## src/rtl/tdc_pkg.sv

```systemverilog
// Shared TDC types/constants; macro TDC_BUBBLE_FILTER_EN selects the bubble-filter pipeline depth.
// Event record is sized from the package defaults, so non-default NTAPS/COARSE_W also need these updated.
package tdc_pkg;

  function automatic int fineW(input int nTaps);
    return $clog2(nTaps + 1);
  endfunction

  localparam int TDC_NTAPS    = 64;
  localparam int TDC_COARSE_W = 16;
  localparam int TDC_FINE_W   = fineW(TDC_NTAPS);

  typedef struct packed {
    logic [TDC_FINE_W-1:0]   fine;
    logic [TDC_COARSE_W-1:0] coarse;
  } tdcEvent_t;

`ifdef TDC_BUBBLE_FILTER_EN
  localparam int LAT = 4;
`else
  localparam int LAT = 3;
`endif

endpackage

```

## src/rtl/tdc_popcount.sv

```systemverilog
// Two-level pipelined popcount of the tap vector with sideband valid/tag.
// Latency 2 clk, no backpressure: one vector accepted every clk.
module tdc_popcount import tdc_pkg::*; #(
  parameter int NTAPS = 64,
  parameter int GROUP = 8,
  parameter int TAG_W = 16,
  localparam int FINE_W = fineW(NTAPS)
) (
  input  logic              clk,
  input  logic              iRst,
  input  logic              iVld,
  input  logic [TAG_W-1:0]  iTag,
  input  logic [NTAPS-1:0]  iTaps,
  output logic              oVld,
  output logic [TAG_W-1:0]  oTag,
  output logic [FINE_W-1:0] oFine
);

  localparam int NGRP   = NTAPS / GROUP;
  localparam int PART_W = $clog2(GROUP + 1);

  logic [NGRP-1:0][PART_W-1:0] partNext, part;
  logic                        vld1;
  logic [TAG_W-1:0]            tag1;
  logic [FINE_W-1:0]           sumNext;

  always_comb begin
    partNext = '0;
    for (int g = 0; g < NGRP; g++)
      for (int b = 0; b < GROUP; b++)
        partNext[g] = partNext[g] + PART_W'(iTaps[g*GROUP + b]);
  end

  always_comb begin
    sumNext = '0;
    for (int g = 0; g < NGRP; g++)
      sumNext = sumNext + FINE_W'(part[g]);
  end

  always_ff @(posedge clk or negedge iRst) begin
    if (!iRst) begin
      part  <= '0;
      vld1  <= 1'b0;
      tag1  <= '0;
      oVld  <= 1'b0;
      oTag  <= '0;
      oFine <= '0;
    end else begin
      part  <= partNext;
      vld1  <= iVld;
      tag1  <= iTag;
      oVld  <= vld1;
      oTag  <= tag1;
      oFine <= sumNext;
    end
  end

endmodule

```

## src/rtl/tdc_hit_encoder.sv

```systemverilog
// TDC hit encoder: edge-detects hits, encodes fine (ones count) + coarse tag, queues in a FWFT FIFO.
// Latency iTaps->oValid 3 clk (4 with TDC_BUBBLE_FILTER_EN); on a full FIFO without pop the event is dropped and oOverflow set.
module tdc_hit_encoder import tdc_pkg::*; #(
  parameter int NTAPS      = TDC_NTAPS,
  parameter int GROUP      = 8,
  parameter int COARSE_W   = TDC_COARSE_W,
  parameter int FIFO_DEPTH = 4,
  localparam int FINE_W    = fineW(NTAPS)
) (
  input  logic                clk,
  input  logic                iRst,
  input  logic [NTAPS-1:0]    iTaps,
  input  logic                iReady,
  input  logic                iClrOvf,
  output logic                oValid,
  output logic [FINE_W-1:0]   oFine,
  output logic [COARSE_W-1:0] oCoarse,
  output logic                oOverflow
);

  localparam int AW = $clog2(FIFO_DEPTH);

  logic [COARSE_W-1:0] coarseCnt, c0;
  logic [NTAPS-1:0]    t0;
  logic                p0, evt0;

  always_ff @(posedge clk or negedge iRst) begin
    if (!iRst) begin
      coarseCnt <= '0;
      c0        <= '0;
      t0        <= '0;
      p0        <= 1'b0;
    end else begin
      coarseCnt <= coarseCnt + 1'b1;
      c0        <= coarseCnt;
      t0        <= iTaps;
      p0        <= t0[0];
    end
  end

  // Rising edge of the launch tap only, so a held hit yields one event.
  assign evt0 = t0[0] & ~p0;

  logic [NTAPS-1:0]    pcTaps;
  logic                pcVld;
  logic [COARSE_W-1:0] pcTag;

`ifdef TDC_BUBBLE_FILTER_EN
  logic [NTAPS+1:0] ext;
  logic [NTAPS-1:0] majNext, tf;
  logic             evtF;
  logic [COARSE_W-1:0] cF;

  // Padded so the launch side reads as 1 and the far end as 0.
  assign ext = {1'b0, t0, 1'b1};

  always_comb begin
    majNext = '0;
    for (int i = 0; i < NTAPS; i++)
      majNext[i] = (ext[i] & ext[i+1]) | (ext[i+1] & ext[i+2]) | (ext[i] & ext[i+2]);
  end

  always_ff @(posedge clk or negedge iRst) begin
    if (!iRst) begin
      tf   <= '0;
      evtF <= 1'b0;
      cF   <= '0;
    end else begin
      tf   <= majNext;
      evtF <= evt0;
      cF   <= c0;
    end
  end

  assign pcTaps = tf;
  assign pcVld  = evtF;
  assign pcTag  = cF;
`else
  assign pcTaps = t0;
  assign pcVld  = evt0;
  assign pcTag  = c0;
`endif

  logic              push;
  logic [FINE_W-1:0] pcFine;
  logic [COARSE_W-1:0] pushTag;

  tdc_popcount #(
    .NTAPS (NTAPS),
    .GROUP (GROUP),
    .TAG_W (COARSE_W)
  ) uPopcount (
    .clk   (clk),
    .iRst  (iRst),
    .iVld  (pcVld),
    .iTag  (pcTag),
    .iTaps (pcTaps),
    .oVld  (push),
    .oTag  (pushTag),
    .oFine (pcFine)
  );

  tdcEvent_t mem [FIFO_DEPTH];
  tdcEvent_t evtIn, head, lastEvt, outEvt;
  logic [AW:0] wrPtr, rdPtr;
  logic        empty, full, pop, accept, drop;

  assign evtIn  = {pcFine, pushTag};
  assign empty  = (wrPtr == rdPtr);
  assign full   = (wrPtr[AW-1:0] == rdPtr[AW-1:0]) && (wrPtr[AW] != rdPtr[AW]);
  assign pop    = ~empty & iReady;
  // When full, the slot being written is the one popped this cycle.
  assign accept = push & (~full | pop);
  assign drop   = push & full & ~pop;
  assign head   = mem[rdPtr[AW-1:0]];

  always_ff @(posedge clk) begin
    if (accept) mem[wrPtr[AW-1:0]] <= evtIn;
  end

  always_ff @(posedge clk or negedge iRst) begin
    if (!iRst) begin
      wrPtr     <= '0;
      rdPtr     <= '0;
      lastEvt   <= '0;
      oOverflow <= 1'b0;
    end else begin
      if (accept) wrPtr <= wrPtr + 1'b1;
      if (pop) begin
        rdPtr   <= rdPtr + 1'b1;
        lastEvt <= head;
      end
      if (drop)         oOverflow <= 1'b1;
      else if (iClrOvf) oOverflow <= 1'b0;
    end
  end

  // Empty FIFO presents the last popped event so outputs never glitch to stale slots.
  assign outEvt  = empty ? lastEvt : head;
  assign oValid  = ~empty;
  assign oFine   = outEvt.fine;
  assign oCoarse = outEvt.coarse;

endmodule

```

## config.mk

```make
export PLATFORM = sky130hd
export DESIGN_NAME = tdc_hit_encoder
export DESIGN_NICKNAME = d
export VERILOG_FILES = /design/src/rtl/tdc_pkg.sv /design/src/rtl/tdc_popcount.sv /design/src/rtl/tdc_hit_encoder.sv
export SDC_FILE = /design/constraint.sdc
export NUM_CORES = 1
export LEC_CHECK = 0
export CAP_MARGIN = 5
export CORE_MARGIN = 4
export CORE_UTILIZATION = 30
export CTS_BUF_LIST = sky130_fd_sc_hd__clkbuf_16
export DETAILED_ROUTE_END_ITERATION = 10
export GPL_TIMING_DRIVEN = 0
export PLACE_DENSITY = 0.5
export SLEW_MARGIN = 5
export SYNTH_ARGS = -nofsm -noshare
export SYNTH_HDL_FRONTEND = slang
export SYNTH_SLANG_ARGS = --single-unit
export TNS_END_PERCENT = 30
```

## constraint.sdc

```tcl
create_clock -name clk -period 11.1 [get_ports clk]
set_clock_uncertainty 0.1 [all_clocks]
set_input_delay 1.11 -clock clk [delete_from_list [all_inputs] [get_ports clk]]
set_output_delay 1.11 -clock clk [all_outputs]
set_load 0.02 [all_outputs]
```

==> metrics list, run 1 <==
* Worst-path cell chain: ha_1, inv_1, fa_1, xnor2_1, fa_1, inv_1, fa_1, fa_1, fa_1, inv_1, ha_1, a21oi_1, o211ai_1, a21oi_1, xnor2_1
* Io pins: 93
* Initial detailed-routing violation count: 231
- The number of antenna violations at the first check in global routing is 0.
- Dividing the detail-routed via count by the number of cells gives 3.95.
- FF-to-FF setup slack: 6730 ps
- Yosys top cell by area: dfrtp_1
- Synth top area cells: dfrtp_1 43%, edfxtp_1 24%, fa_1 8.7%
- For this run the aggregate overflow at the end of global routing stands at 0.
- After synthesis the netlist holds a flip-flop and latch count of 292.
- Global routing consumed, over all layers together, a little under a tenth of the routing resources.
- Most numerous cell on the critical path: fa_1
- Initial standard-cell utilization of the core: 30.4%
- The critical path is of the reg2reg type.
* Via count of the first global-routing pass: between 6000 and 7000
- Setup violations remaining at the end of the flow were counted as 0.
* Area added between synthesis and finish: 23.3%
- The worst pin sits at a relative slew slack of about 51%.
* Most common cell after layout, fill and taps aside: dfrtp_1
- # placed instances: between 1000 and 1500
- Clock tree from TritonCTS: yes
* Finished Core Util: approximately 37%
* Count of synthesis-stage warnings from yosys: 0
- Crit path arrival time: approximately 4700 ps
- Measured slew at the worst slew-check pin: ~730 ps
* Root Buffer Master: clkbuf_16
- Clock latency on the worst-skew pair: 540 ps
- The flow ran to the end, and the final reports show no timing, DRC or antenna violations.
* Highest attainable clock frequency: roughly 230 MHz
* Sort of element at the start of the critical path: flop
- Along the worst hold path, the cell count comes to 0.
- The repair_antennas step left the layout with diodes totalling 0.
- The worst register-to-register path has a depth of 15.
* CTS buffer count: 35
- Across the VDD grid, the largest voltage drop is around 0.22 mV.
- Entering global routing, the biggest net connects between 100 and 150 pins.
* Number of fillers in the final layout: approximately 3600
- In this run the horizontal extent of the chip is slightly above 200 µm.
* Clock slew at the register clock pins of the worst setup and hold paths: around 60 ps
- Row Count: ~70
- Largest fanout on the critical path: 2
- Setup repair after global routing left no endpoint under its margin.
- Top-area cell type share of the netlist area: a little over two fifths
- In this run the power density over the cells is roughly 310 mW/mm².
- Overall die area: between 0.04 and 0.05 mm²
- The worst register-to-register path begins at uPopcount.part[4]$_DFF_PN0_.
* Global-route wire length before repair: around 32000 µm
- The endpoint identified for the worst register-to-register timing path is uPopcount.oFine[6]$_DFF_PN0_.
* Total length of routed wires: around 19000 µm
- In this run the static leakage power is between 6 and 7 nW.
* Post-CTS Repair Setup Buffers: 0
* Syn Nets: ~860
- Summed negative setup slack over all endpoints: 0 ps
* Via count: about 5400
- The post-route netlist has between 10% and 20% of its cells at a drive strength greater than 1.
- Total half-perimeter wirelength after legalization and detailed placement: roughly 12000 µm
* Final Wtd Congestion: slightly below 0.7
- The final critical path takes up 39.3% of the cycle.
- The worst setup path is captured at a flop.
- Required @ worst endpoint: 11430 ps
- In this run the number of H-tree levels came out at 2.
- Count of hold buffers inserted by post-cts repair: 0
- For this run, the post-layout net count is slightly below 1000.
- Number of DRC violations after detailed routing: 0
* Longest individual stage delay on the worst path: slightly above 500 ps
* Port buffer count: 92
- Number of endpoints with negative hold slack in the final report: 0
- The core region is ~0.039 mm².
- After technology mapping, the gate count stands at 694.
* Max-cap violations: 0
- Die boundary height: slightly above 200 µm
- The path class of the tightest hold or removal check is reg2reg.
- The mapped netlist covers 0.0117 mm².
- In the layout the commonest cells are 200 x dfrtp_1, 136 x inv_1, 92 x edfxtp_1, 91 x clkdlybuf4s50_1, 51 x fa_1.
- In this run the most critical hold path is launched from c0[15]$_DFF_PN0_.
- Buffers from clock root to sink, at most: 3
- The tree built by TritonCTS fans out to between 200 and 300 sinks.
- Pins over their slew limit: 0
- The completed layout was analyzed and its total power is between 4 and 5 mW.
- Number of iterations in the first detailed-routing pass: 4
- After clock tree synthesis, the repair step resized 0 gates.
- The slowest stage of the critical path belongs to the cell fa_1.
* WHS Endpoint: uPopcount.tag1[15]$_DFF_PN0_
- Dividing the synthesized area by the synthesized cell count gives 16.9 µm².
* DRT antenna net count: 0
* Share of the yosys chip area belonging to registers: approximately two thirds
- Number of standard cells in the layout, taps in and fillers out: approximately 1400
- Synthesis instantiated 35 different standard cells from the library.
- Subtracting the final worst setup slack from the clock period gives 4370 ps.
- Dividing the detail-routed wire length by the instance count gives 13.7 µm.
-- through the flow --
step / setup WS (ps) / hold WS, ps / cell area (µm²)
2_1_floorplan: 6910 / 231 / 11700
3_3_place_gp: 92.9 / 231 / 13300
3_5_place_dp: 6710 / 235 / 13300
4_1_cts: 6690 / 225 / 14500
5_1_grt: 6500 / 236 / 14500
6_report: 6730 / 225 / 14500
-- kinds of logic after synthesis --
logic type,share of synthesized area [%]
buffers and inverters,4.80
multiplexers,9.53
flip-flops,66.2
XOR/XNOR,2.84
adder cells (fa/ha/maj),13.5
AO/OA/AOI/OAI,0.981
AND/OR/NAND/NOR,2.21
-- layer usage --
layer / share of wire, % / vias up / global-route usage, %
li1: - / 2551 / -
met1: 44 / 2710 / 12.4
met2: 47 / 109 / 15.0
met3: 6.1 / 36 / 3.06
met4: 2.5 / 0 / 3.47
met5: 0 / - / 0
-- cell type report --
class                      count  area, µm²  share of cell area [%]
clock buffer                  35        876                    6.05
multi-input combinational    262       3410                    23.6
clock inverter                28        254                    1.75
buffer                        11       78.8                   0.545
timing repair buffer          93        953                    6.59
sequential                   292       7770                    53.7
tap                          518        648                    4.48
inverter                     129        484                    3.34
-- power by group --
group,total [mW],internal (mW),switching [mW]
clock,1.10,0.652,0.446
sequential,1.39,1.32,0.0756
combinational,2.05,1.02,1.03
-- worst max path at each step --
stage                                start                      endpoint  slack, ps  cells past startpoint
2_1_floorplan  uPopcount.part[0]$_DFF_PN0_  uPopcount.oFine[5]$_DFF_PN0_       6910                     14
3_3_place_gp                          iRst          pcTaps[10]$_DFF_PN0_         90                      1
3_5_place_dp   uPopcount.part[4]$_DFF_PN0_  uPopcount.oFine[6]$_DFF_PN0_       6710                     15
4_1_cts        uPopcount.part[4]$_DFF_PN0_  uPopcount.oFine[6]$_DFF_PN0_       6690                     15
5_1_grt        uPopcount.part[4]$_DFF_PN0_  uPopcount.oFine[6]$_DFF_PN0_       6500                     15
6_report       uPopcount.part[4]$_DFF_PN0_  uPopcount.oFine[6]$_DFF_PN0_       6730                     15
-- worst max-delay path, delay by kind of cell, from the launching register on --
| family | cells | cell delay [ps] |
|---|---|---|
| fa+ha+maj | 7 | 2850 |
| compound gates | 3 | 490 |
| flops | 1 | 340 |
| xor+xnor | 2 | 310 |
| buf+inv | 3 | 180 |
-- flip-flops by register name (all words and copies together) (netlist names) --
| name | cells |
|---|---|
| c0 | 16 |
| lastEvt | 23 |
| uPopcount.tag1 | 16 |
| oOverflow | 1 |
| rdPtr | 3 |
| wrPtr | 3 |
| uPopcount.oVld | 1 |
| coarseCnt | 16 |
| p0 | 1 |
| mem | 92 |
| pcTaps | 64 |
| uPopcount.part | 32 |
| uPopcount.oTag | 16 |
| uPopcount.oFine | 7 |
| uPopcount.vld1 | 1 |
-- Yosys cell counts --
cell,number
xnor2_2,1
nand4_1,3
mux2_4,19
clkbuf_1,2
a21o_1,2
o22ai_1,1
xnor2_4,1
nand2_4,1
mux2_2,16
and3_1,4
buf_6,4
mux2_1,12
edfxtp_1,92
nor2_1,1
o211ai_1,1
a41oi_2,1
ha_1,45
dfrtp_1,200
buf_2,3
and2_1,4
xor2_1,6
buf_1,1
a21oi_1,12
buf_4,1
mux4_2,23
fa_1,51
nor2b_1,11
nand3b_4,1
nand3_1,8
o21ai_0,2
xnor2_1,27
nand2_1,6
nand2b_1,1
and4_1,2
inv_1,129
(Power assumes the default switching activity.)
==> inputs of run 2 (changes only) <==
==> constraint.sdc (replaced) <==
create_clock -name clk -period 4.3 [get_ports clk]
set_clock_uncertainty 0.1 [all_clocks]
set_input_delay 0.43 -clock clk [delete_from_list [all_inputs] [get_ports clk]]
set_output_delay 0.43 -clock clk [all_outputs]
set_load 0.02 [all_outputs]
==> run 2 against run 1 <==
  * Sequential cell count unchanged
  * Cell area up 0.50%
  * Highest routed layer unchanged
  * Worst hold slack worse by 1.1 ps
  * Global-route usage about the same
  * Via count up 0.43%
  * Fmax up 4.2%
  * Register-to-register slack worse by 6600 ps
  * Critical endpoint unchanged
  * Clock power rose to 2.6 times the previous value
  * Utilization up 0.19 points
==> metrics list, run 2 (synthesis results as in run 1) <==
- The sequential cells in the finished layout cover a total of a little under 0.008 mm².
* Fin area: 0.0145 mm²
- Initial detailed-routing violation count: approximately 230
- Leaving out fill and tap cells, the most frequent cell in the layout is dfrtp_1.
* Measured slew at the worst slew-check pin: 732 ps
- Buffers from clock root to sink, at most: 3
- Max-cap violations in this run came to 0.
- Clock slew at the register clock pins of the worst setup and hold paths: approximately 60 ps
- Post-Route Hold Slack: 224 ps
- STA classifies the critical path startpoint as a flop.
- In this run the core area contains 72 standard-cell rows.
- Summing all multi-input logic gate instances after layout gives about 0.0035 mm².
- Total power for the finished layout comes to between 10 and 15 mW.
- RR Endpoint: uPopcount.oFine[6]$_DFF_PN0_
- On the worst path, the slowest cell contributes a delay of about 490 ps.
* Clock tree from TritonCTS: yes
- The flow ran to the end, and the final reports show no timing, DRC or antenna violations.
- Maximum number of pins on one net before global-route repair: roughly 120
* Most numerous cell on the critical path: fa_1
- Fill cells in the final layout number roughly 3600.
- Die X-Extent: approximately 210 µm
- The final-report max-slew violation count was 0.
- The die covers between 0.04 and 0.05 mm².
* Vias per Instance: slightly below 4
* Io pins: 93
- For this run, the share of the core covered by cells in the final layout is a little under two fifths.
- In this run the worst hold path is classified as reg2reg.
* Shortest period the worst path allows: about 4200 ps
- Buf+Inv Stages, Crit Path: 1
- Dividing the final minimum period by the clock period gives a little over nine tenths.
- In this run the tool buffered the top-level ports with approximately 90 buffer cells.
- For this configuration, the core starts out at a cell density of a little under a third.
- The number of setup buffers added after CTS is 0.
- Count of cells along the worst register-to-register path: 14
* CTS buffer count: 35
- In this run the worst path has a maximum fanout of 4.
* Worst-path cell chain: ha_1, a21o_1, a21oi_2, xor2_1, fa_1, fa_1, fa_1, inv_1, fa_1, ha_4, nand2_1, o211ai_1, a21oi_2, xnor2_1
- Cell area reported after detailed placement: 0.0133 mm²
- Share of post-route cells with drive strength above 1: between 10% and 20%
* Beginning of the worst register-to-register path: uPopcount.part[5]$_DFF_PN0_
* DRT antenna net count: 0
* Total half-perimeter wirelength after legalization and detailed placement: between 10000 and 15000 µm
- The first global-routing pass estimated roughly 32000 µm of wire.
- Crit. End Element: flop
- Largest register FFs: 92
- After routing, the total negative slack on setup checks comes to 0 ps.
- Worst setup margin: about 110 ps
- Number of antenna violations at the first check in global routing: 0
* Top Family by Delay on Critical Path: adder cells
* ANT cells: 0
- Clock latency on the worst-skew pair: about 540 ps
* Required @ worst endpoint: 4630 ps
* Crit path depth: 14
* Power density relative to cell area: between 800 and 900 mW/mm²
- In the final routed layout, each cell accounts on average for about 14 µm.
- The clock tree synthesis step divided the H-tree into 2 levels.
* Critical path's slowest cell: fa_1
- Total Nets Final: slightly below 1000
- The via count of the first global-routing pass is between 6000 and 7000.
- Global route total overflow: 0
* Number of endpoints with negative hold slack in the final report: 0
- Number of standard cells in the layout, taps in and fillers out: 1369
* Count of final setup violators: 0
- The routed layout has 5429 vias.
* Maximum vdd drop: between 0.8 and 0.9 mV
- At the placement stage, the worst setup path has a slack of -90.3 ps.
- # placed instances: 1305
* Root Buffer Master: clkbuf_16
- The total area inside the core boundary comes to between 0.03 and 0.04 mm².
* Worst slew margin relative to its limit: approximately half
* Total length of routed wires: about 19000 µm
- The critical path in this run is classified as reg2reg.
* Clock sinks: approximately 300
- Final Wtd Congestion: ~0.69
- Setup repair after global routing could not meet its margin everywhere.
- The first detailed-routing pass took 4 iterations.
- Die boundary height: ~210 µm
- For this run, the total global-route usage over all layers was measured as 9.56%.
- Worst setup endpoint: uPopcount.oFine[6]$_DFF_PN0_
- The critical path starts at uPopcount.part[5]$_DFF_PN0_.
* Highest attainable clock frequency: approximately 240 MHz
- In this run the register-to-register setup slack is approximately 110 ps.
* Total leakage power: about 6.3 nW
* Crit path arrival time: approximately 4500 ps
* Number of DRC violations after detailed routing: 0
- Area added between synthesis and finish: 23.9%
- Leaving out fill and tap cells, the most frequent cells in the layout are 200 x dfrtp_1, 134 x inv_1, 92 x edfxtp_1, 91 x clkdlybuf4s50_1, 47 x fa_1.
-- run 2: cell count changes in the layout (fill, tap and decap cells not counted), sizes merged --
| cell | before | now |
|---|---|---|
| dlygate4sd3 | 0 | 1 |
-- run 2: how the worst min path moves through the flow --
stage	endpoint	slack, ps	start	cells past startpoint
floorplan	c0[0]$_DFF_PN0_	30	iRst	0
finish	uPopcount.tag1[15]$_DFF_PN0_	220	c0[15]$_DFF_PN0_	0
global placement	uPopcount.tag1[2]$_DFF_PN0_	230	c0[2]$_DFF_PN0_	0
detailed placement	uPopcount.oTag[3]$_DFF_PN0_	230	uPopcount.tag1[3]$_DFF_PN0_	0
CTS	pcTaps[42]$_DFF_PN0_	190	iTaps[42]	1
global route	pcTaps[42]$_DFF_PN0_	190	iTaps[42]	1
-- run 2: layout make-up --
cell class	instances	area share (%)
Sequential cell	292	53.4
Multi-Input combinational cell	262	23.9
Timing Repair Buffer	94	6.62
Clock buffer	35	6.02
Tap cell	518	4.45
Inverter	129	3.33
Clock inverter	28	1.75
Buffer	11	0.542
-- run 2: metal layers --
metal / share of wire [%] / track usage, % / wire, µm
met2: 47 / 15.1 / 8910
met1: 44 / 12.4 / 8370
met4: 2.4 / 3.47 / 460
met3: 6.1 / 3.06 / 1150
met5: 0 / 0 / 0
-- run 2: report_power, final --
part	switching, mW	leakage (nW)	internal [mW]
sequential	0.195	3.25	3.40
combinational	2.97	2.50	3.08
clock	1.15	0.570	1.68
-- run 2: repair_timing --
item                                    4_1_cts  5_1_grt
hold buffers                                  1        0
resized for setup                             5       10
endpoints found under the setup margin        2        3
endpoints found under the hold margin        83        0
pin swaps                                     2       21
